$ cat config.mk
export PLATFORM = sky130hd
export DESIGN_NAME = cnt_sequencer_flat
export DESIGN_NICKNAME = d
export VERILOG_FILES = /design/src/rtl/cnt_sequencer_pkg.sv /design/src/rtl/cnt_sequencer_if.sv /design/src/rtl/cnt_sequencer_tick_gen.sv /design/src/rtl/cnt_sequencer.sv /design/src/flat_wrapper.sv
export SDC_FILE = /design/constraint.sdc
export NUM_CORES = 1
export LEC_CHECK = 0
export ABC_CLOCK_PERIOD_IN_PS = 4000
export CAP_MARGIN = 20
export CORE_MARGIN = 5
export CORE_UTILIZATION = 45
export DETAILED_ROUTE_END_ITERATION = 7
export MAX_ROUTING_LAYER = met4
export PLACE_DENSITY_LB_ADDON = 0.05
export SLEW_MARGIN = 20
export SYNTH_ARGS = -nofsm -noshare
export SYNTH_HDL_FRONTEND = slang
export SYNTH_SLANG_ARGS = --single-unit
$ cat constraint.sdc
create_clock -name clk -period 4 [get_ports clk]
set_input_delay 1 -clock clk [delete_from_list [all_inputs] [get_ports clk]]
set_output_delay 1 -clock clk [all_outputs]
set_load 0.01 [all_outputs]
$ cat src/rtl/cnt_sequencer_pkg.sv
// Shared types and constants for the counter sequencer: FSM states,
// sweep-mode encodings and default widths.
package cnt_seq_pkg;

  localparam int DEF_W  = 4;
  localparam int DEF_PW = 8;

  typedef enum logic [1:0] {
    IDLE = 2'd0,
    LOAD = 2'd1,
    RUN  = 2'd2,
    DONE = 2'd3
  } state_t;

  localparam logic [1:0] MODE_UP     = 2'd0;
  localparam logic [1:0] MODE_DOWN   = 2'd1;
  localparam logic [1:0] MODE_BOUNCE = 2'd2;
  localparam logic [1:0] MODE_RSVD   = 2'd3;

endpackage

$ cat src/rtl/cnt_sequencer_if.sv
// Bus between the sequencer (master) and the loadable up/down counter (slave).
interface cnt_sequencer_if
  import cnt_seq_pkg::*;
#(
  parameter int W = DEF_W
);

  logic         cnt_load;
  logic         cnt_inc;
  logic         cnt_dec;
  logic [W-1:0] cnt_din;
  logic [W-1:0] cnt_q;

  modport master (
    output cnt_load,
    output cnt_inc,
    output cnt_dec,
    output cnt_din,
    input  cnt_q
  );

  modport slave (
    input  cnt_load,
    input  cnt_inc,
    input  cnt_dec,
    input  cnt_din,
    output cnt_q
  );

endinterface

$ cat src/rtl/cnt_sequencer_tick_gen.sv
// Reloadable down-counter; tick is high whenever the count sits at zero and
// the count wraps back to reload_val on that cycle when enabled.
module tick_gen
  import cnt_seq_pkg::*;
#(
  parameter int PW = DEF_PW
) (
  input  logic          clk,
  input  logic          reset_n,
  input  logic          clear,
  input  logic          en,
  input  logic [PW-1:0] reload_val,
  output logic          tick
);

  logic [PW-1:0] count;

  always_ff @(posedge clk or negedge reset_n) begin
    if (!reset_n) begin
      count <= '0;
    end else if (clear) begin
      count <= reload_val;
    end else if (en) begin
      count <= (count == '0) ? reload_val : count - 1'b1;
    end
  end

  assign tick = (count == '0);

endmodule

$ cat src/rtl/cnt_sequencer.sv
// Sequencing controller that loads the owned counter and sweeps it between
// lo/hi bounds (up, down or bounce) for a number of passes at a prescaled rate.
module cnt_sequencer
  import cnt_seq_pkg::*;
#(
  parameter int W  = DEF_W,
  parameter int PW = DEF_PW
) (
  input  logic            clk,
  input  logic            reset_n,
  input  logic            start,
  input  logic            abort,
  input  logic [1:0]      mode,
  input  logic [W-1:0]    lo,
  input  logic [W-1:0]    hi,
  input  logic [3:0]      passes,
  input  logic [PW-1:0]   prescale,
  cnt_sequencer_if.master cnt_bus,
  output logic            busy,
  output logic            done,
  output logic            err
);

  state_t        state;
  logic [1:0]    mode_q;
  logic [W-1:0]  lo_q;
  logic [W-1:0]  hi_q;
  logic [W-1:0]  start_val_q;
  logic [3:0]    passes_left;
  logic [PW-1:0] prescale_q;
  logic          dir_up;
  logic          err_q;
  logic          tick;
  logic          at_end;
  logic          last_pass;
  logic          load_raw;
  logic          inc_raw;
  logic          dec_raw;

  tick_gen #(.PW(PW)) u_tick_gen (
    .clk        (clk),
    .reset_n    (reset_n),
    .clear      (state == LOAD),
    .en         (state == RUN),
    .reload_val (prescale_q),
    .tick       (tick)
  );

  assign at_end    = dir_up ? (cnt_bus.cnt_q == hi_q) : (cnt_bus.cnt_q == lo_q);
  assign last_pass = (passes_left <= 4'd1);

  // At a bounce endpoint the strobe already points the new way, so the
  // turnaround costs no extra tick; a single-value range has nowhere to go.
  always_comb begin
    load_raw = 1'b0;
    inc_raw  = 1'b0;
    dec_raw  = 1'b0;
    case (state)
      LOAD: load_raw = 1'b1;
      RUN: begin
        if (tick) begin
          if (!at_end) begin
            inc_raw = dir_up;
            dec_raw = !dir_up;
          end else if (!last_pass) begin
            if (mode_q == MODE_BOUNCE) begin
              if (lo_q != hi_q) begin
                inc_raw = !dir_up;
                dec_raw = dir_up;
              end
            end else begin
              load_raw = 1'b1;
            end
          end
        end
      end
      default: ;
    endcase
  end

  assign cnt_bus.cnt_load = load_raw & ~abort;
  assign cnt_bus.cnt_inc  = inc_raw & ~abort;
  assign cnt_bus.cnt_dec  = dec_raw & ~abort;
  assign cnt_bus.cnt_din  = start_val_q;

  assign busy = (state == LOAD) || (state == RUN);
  assign done = (state == DONE) && !abort;
  assign err  = err_q;

  always_ff @(posedge clk or negedge reset_n) begin
    if (!reset_n) begin
      state       <= IDLE;
      mode_q      <= '0;
      lo_q        <= '0;
      hi_q        <= '0;
      start_val_q <= '0;
      passes_left <= '0;
      prescale_q  <= '0;
      dir_up      <= 1'b0;
      err_q       <= 1'b0;
    end else begin
      err_q <= 1'b0;
      case (state)
        IDLE: begin
          if (start) begin
            if (mode == MODE_RSVD || lo > hi) begin
              err_q <= 1'b1;
            end else begin
              mode_q      <= mode;
              lo_q        <= lo;
              hi_q        <= hi;
              start_val_q <= (mode == MODE_DOWN) ? hi : lo;
              passes_left <= (passes == 4'd0) ? 4'd1 : passes;
              prescale_q  <= prescale;
              state       <= LOAD;
            end
          end
        end
        LOAD: begin
          if (abort) begin
            state <= IDLE;
          end else begin
            dir_up <= (mode_q != MODE_DOWN);
            state  <= RUN;
          end
        end
        RUN: begin
          if (abort) begin
            state <= IDLE;
          end else if (tick && at_end) begin
            passes_left <= passes_left - 4'd1;
            if (last_pass) begin
              state <= DONE;
            end else if (mode_q == MODE_BOUNCE) begin
              dir_up <= !dir_up;
            end
          end
        end
        DONE: state <= IDLE;
        default: state <= IDLE;
      endcase
    end
  end

endmodule
$ cat src/flat_wrapper.sv
// flat-port wrapper written by rule: the top's interface ports become plain ports
module cnt_sequencer_flat import cnt_seq_pkg::*;
#(
  parameter int W  = DEF_W,
  parameter int PW = DEF_PW
)
  (clk, reset_n, start, abort, mode, lo, hi, passes, prescale, busy, done, err, cnt_bus_cnt_load, cnt_bus_cnt_inc, cnt_bus_cnt_dec, cnt_bus_cnt_din, cnt_bus_cnt_q);
  cnt_sequencer_if #(.W(W)) cnt_bus_i ();
  input  logic clk;
  input  logic reset_n;
  input  logic start;
  input  logic abort;
  input  logic [1:0] mode;
  input  logic [W-1:0] lo;
  input  logic [W-1:0] hi;
  input  logic [3:0] passes;
  input  logic [PW-1:0] prescale;
  output logic busy;
  output logic done;
  output logic err;
  output wire logic [$bits(cnt_bus_i.cnt_load)-1:0] cnt_bus_cnt_load;
  output wire logic [$bits(cnt_bus_i.cnt_inc)-1:0] cnt_bus_cnt_inc;
  output wire logic [$bits(cnt_bus_i.cnt_dec)-1:0] cnt_bus_cnt_dec;
  output wire logic [$bits(cnt_bus_i.cnt_din)-1:0] cnt_bus_cnt_din;
  input wire logic [$bits(cnt_bus_i.cnt_q)-1:0] cnt_bus_cnt_q;
  assign cnt_bus_cnt_load = cnt_bus_i.cnt_load;
  assign cnt_bus_cnt_inc = cnt_bus_i.cnt_inc;
  assign cnt_bus_cnt_dec = cnt_bus_i.cnt_dec;
  assign cnt_bus_cnt_din = cnt_bus_i.cnt_din;
  assign cnt_bus_i.cnt_q = cnt_bus_cnt_q;
  cnt_sequencer #(.W(W), .PW(PW)) u_core (.clk(clk), .reset_n(reset_n), .start(start), .abort(abort), .mode(mode), .lo(lo), .hi(hi), .passes(passes), .prescale(prescale), .cnt_bus(cnt_bus_i), .busy(busy), .done(done), .err(err));
endmodule
* Yosys cells after proc, flatten, opt, wreduce, memory -nomap -nowiden *
Index checks and enable logic that the tools add are counted.

operators by class
  $add $sub $neg = 2
  bitwise logic cells = 5
  order comparisons = 2
  multiplexer cells = 44
  reductions and logical operators = 15
  equal/unequal tests = 19

operators with widths
  operator               count
  $mux W1                25
  $mux W4                6
  $mux W8                3
  $mux W2                6
  $ne A2 B2 Y1 const B   5
  $eq A2 B2 Y1 const B   4
  $eq A4 B4 Y1           2
  $logic_not A8 Y1       1
  $pmux W2 S4            1
  $pmux W4 S2            1
  $sub A8 B1 Y8 const B  1
  $ne A2 B1 Y1 const B   3
  $ne A3 B2 Y1 const B   2
  $reduce_and A6 Y1      1
  $reduce_and A5 Y1      1
  $eq A2 B1 Y1 const B   2
  $gt A4 B4 Y1           1
  $le A4 B1 Y1 const B   1
  $logic_not A4 Y1       1
  $ne A4 B4 Y1           1
  $pmux W1 S2            2
  $reduce_and A4 Y1      1
  $reduce_bool A2 Y1     2
  $sub A4 B1 Y4 const B  1
  other kinds (7)        13

word-level totals
  output and inout bits = 10
  bits of input ports = 30
  register bits after elaboration = 38
  logic and storage cells = 97

* Longest topological paths before layout *
  depth in word-level cells = 8
  mapped depth = 9
  gate-level depth less buffers = 8

* Modules after synthesis *
From an unflattened synthesis, not the netlist that was laid out.

unflattened totals
  cells, all modules = 249
  area total of the unflattened synthesis = 2454.9 µm²

modules (own cells, without submodules)
  module         instances  area an instance (µm²)  sequential area each (µm²)  cells each
  cnt_sequencer  1          1796.7                  750.7                       174
  tick_gen       1          658.1                   200.2                       75

* Worst setup path before layout *
OpenSTA, ideal clock, no wires.

  path kind = input to output
  from = input cnt_bus_cnt_q[1]
  to = output cnt_bus_cnt_dec
  buffers on the path = 0
  required time = 3.000 ns
  arrival time = 2.050 ns
  path slack = 0.950 ns
  cell stages on the path = 4
  cells stage by stage = xor2_1 nand4_4 o31a_2 nor3_1

on the way
  longest elaborated chain between the ends = 6
  elaborated cells between the ends (all ways) = 7
  those cells by class = eq/ne (2); mux (4); bitwise (1)

ends and longest elaborated chain
  element          line                 RTL
  start, declared  flat_wrapper.sv:25   input wire logic [$bits(cnt_bus_i.cnt_q)-1:0] cnt_bus_cnt_q;
  $eq A4 B4 Y1     cnt_sequencer.sv:49  assign at_end = dir_up ? (cnt_bus.cnt_q == hi_q) : (cnt_bus.cnt_q == lo_q);
  $mux W1 *        cnt_sequencer.sv:49
  $mux W1 *        cnt_sequencer.sv:62  if (!at_end) begin
  $mux W1 *        cnt_sequencer.sv:61  if (tick) begin
  $mux W1 *        cnt_sequencer.sv:58  case (state)
  $and A1 B1 Y1 *  cnt_sequencer.sv:83  assign cnt_bus.cnt_dec = dec_raw & ~abort;
  end, declared    flat_wrapper.sv:23   output wire logic [$bits(cnt_bus_i.cnt_dec)-1:0] cnt_bus_cnt_dec;

Mark *: on every way between the ends. The rest lies on a longest branch, timed or not.

* Worst setup path after layout *
  from = input cnt_bus_cnt_q[0]
  to = output cnt_bus_cnt_dec

Same word-level chain as after synthesis.

==> impl_metrics.json <==
{
  "drc": 0,
  "chipWidth_um": 81.41,
  "die_h_um": 81.41,
  "clk_latency_ps": 290,
  "cp-start-kind": "input pin",
  "synth_area_um2": 2295,
  "cts_buffers": 5,
  "area_delta_synth_final_pct": 26.12,
  "crit_arrival_ps": 2690,
  "min_path_type": "flip-flop to flip-flop",
  "core.rowCount": 26,
  "coreArea_um2": 5042,
  "ys_seq_area_share_pct": 41.44,
  "synth_top_area_cell": "dfrtp_1",
  "syn-num-nets": 274,
  "ir_drop_uv": 354.9,
  "final_cells": 345,
  "final_common_cell": "dfrtp_1",
  "grt_pass1_vias": 1720,
  "layout_common_cells": "dfrtp_1, clkdlybuf4s50_1, a21oi_1, nor2_1, mux2_2",
  "cts_tree": "done",
  "antenna_found_initial": 0,
  "period_share_pct": 92.16,
  "nets": 316,
  "dr.pass1.iters": 5,
  "synthArstFlopShare_pct": 100.0,
  "crit-reg2reg-launch": "u_core.state[0]$_DFFE_PN0P_",
  "fin_area_um2": 2894,
  "r2r-end": "u_core.passes_left[2]$_DFFE_PN0P_",
  "ys.warnings.count": 0,
  "finalCriticalPeriod_ps": 3687,
  "viasPerCell": 5.151,
  "r2r_slack_ps": 1520,
  "tightest_slew_ps": 887.7,
  "maxCapViolCount": 0,
  "ctsHoldBuffers": 0,
  "whs_endpoint": "u_core.prescale_q[6]$_DFFE_PN0P_",
  "place_congestion": 0.7825,
  "ant_nets": 0,
  "setup_tns_ps": 0,
  "grt_max_degree": 39,
  "rsz0062_at_grt": "false",
  "min-delay-start": "u_core.prescale_q[6]$_DFFE_PN0P_",
  "fillCellCount": 455,
  "synthCells": 232,
  "avgSynthCellArea_um2": 9.891,
  "htreeDepth": 2,
  "multi_input_area_um2": 1274,
  "cp.required_ps": 3000,
  "grt_overflow": 0,
  "cts.sinks": 38,
  "synth-edff-count": 0,
  "worstSetupPathType": "input pin to output port",
  "cts_max_path_buffers": 2,
  "setup_viol": 0,
  "yosys.cell_types.count": 42,
  "seqCellArea_um2": 950.9,
  "whs_ps": 509.7,
  "outcome": "completed",
  "dp_cells": 337,
  "maxSlewViolCount": 0,
  "rr_worst_depth": 8,
  "wl_per_cell_um": 14.35,
  "grt_pass1_wl_um": 8383,
  "clkTransAtPathRegs_ps": 80,
  "start_util_pct": 45.51,
  "holdPathStages": 1,
  "synth_flop_cell": "dfrtp_1",
  "timing.fmax_ghz": 0.2713,
  "dpl_cell_area_um2": 2754,
  "n_antenna_cell": 0,
  "place_hpwl_um": 3647,
  "vias": 1777,
  "yosys.area.top_type_share_pct": 41.44,
  "ios": 40,
  "drt_iter0_drc": 90,
  "dieArea_um2": 6628,
  "finalPower_mw": 2.128,
  "crit_path_max_fanout": 5,
  "track_usage_pct": 16.85,
  "cts_setup_buffers": 0,
  "slew_headroom_pct": 40.82,
  "drive_above_1_share_pct": 14.55,
  "fin_worst_skew_ps": 2.989,
  "synthTopCellsByArea": "dfrtp_1, mux2_2, ha_1, mux2i_1, a21oi_1",
  "ys_seq_elements": 38,
  "timing.critical_path.to_type": "output port",
  "routed_wirelength_um": 4951,
  "power.density_nw_per_um2": 735.2,
  "hold_violations": 0,
  "portBuffers": 39,
  "p_leak_nw": 1.250,
  "root_buffer": "clkbuf_8"
}
## synth_stat cells, types with 2 or more instances
cell	number
nor3b_1	2
inv_1	15
clkbuf_1	3
a22o_1	2
or3_1	3
nand3b_1	2
mux2_2	19
a31oi_1	2
nand2b_1	4
ha_1	12
buf_2	2
nor4_1	2
a21oi_1	22
nor3_1	7
nor2_1	19
xor2_1	4
nand2_1	10
dfrtp_1	38
mux2i_1	12
o21ai_0	14
xnor2_1	4
nand3_1	11
o31ai_1	2
nor2b_1	3
## metal layers
metal  track usage [%]  vias up  wire length, um
li1                  -      909                -
met1             24.56      825             2504
met2             23.70       37             2162
met3             3.399        6              230
met4             4.730        0               54
met5                 -        -                0
## worst max-delay path, cell delays in order
cell and delay (ps):
clkdlybuf4s50_1 470, xor2_1 220, nand4_4 150, o31a_2 350
nor3_1 190, dlygate4sd2_1 300
## how the worst max path moves through the flow
| stage | start | endpoint | cells past startpoint |
|---|---|---|---|
| 6_report | cnt_bus_cnt_q[0] | cnt_bus_cnt_dec | 6 |
| 5_1_grt | cnt_bus_cnt_q[1] | cnt_bus_cnt_dec | 6 |
| 4_1_cts | cnt_bus_cnt_q[3] | cnt_bus_cnt_inc | 8 |
| 3_5_place_dp | cnt_bus_cnt_q[1] | cnt_bus_cnt_dec | 6 |
| 3_3_place_gp | cnt_bus_cnt_q[2] | cnt_bus_cnt_dec | 6 |
| 2_1_floorplan | cnt_bus_cnt_q[1] | cnt_bus_cnt_dec | 4 |
## metrics by stage
stage | worst slack (ps) | util [%]
floorplan | 949.5 | -
global placement | -24.97 | 54.62
detailed placement | -14.76 | 54.62
CTS | 1.329 | 57.00
global route | 259.8 | 57.39
finish | 313.5 | 57.39
## flip-flops by register name, indices dropped and copies added (netlist names)
| register | count |
|---|---|
| u_core.prescale_q | 8 |
| u_core.u_tick_gen.count | 8 |
| u_core.cnt_bus.cnt_din | 4 |
| u_core.hi_q | 4 |
| u_core.lo_q | 4 |
| u_core.passes_left | 4 |
| u_core.mode_q | 2 |
| u_core.state | 2 |
| u_core.dir_up | 1 |
| u_core.err | 1 |
## area by class of cell
class,instances,area share (%)
multi-input cells,172,44.01
flip-flops and latches,38,32.86
repair buffers,42,14.22
well taps,70,3.026
clock buffers,5,2.378
inverters,15,1.946
clock inverters,3,1.556
## what timing repair did
item | 4_1_cts | 5_1_grt
setup endpoints to repair | 2 | 2
resized for setup | 2 | 4
endpoints found under the hold margin | 0 | 0
## report_power, final
part	internal (mW)	total [mW]	switching, mW
Clock	0.186	0.334	0.148
Sequential	0.580	0.758	0.178
Combinational	0.504	1.04	0.531
## cell families (layout without fill, tap and decap cells)
group                      after synthesis  in the layout  synth area share (%)
and+or+nand+nor                         69             69                 16.03
DFF                                     38             38                 41.44
AOI/OAI and AO/OA                       52             52                 14.34
adders and majority gates               12             12                 6.543
muxes                                   31             31                 14.56
buffers and inverters                   22             65                 4.035
xor gates and xnor gates                 8              8                 3.053
Note: power is estimated with default switching activity, not from simulation.
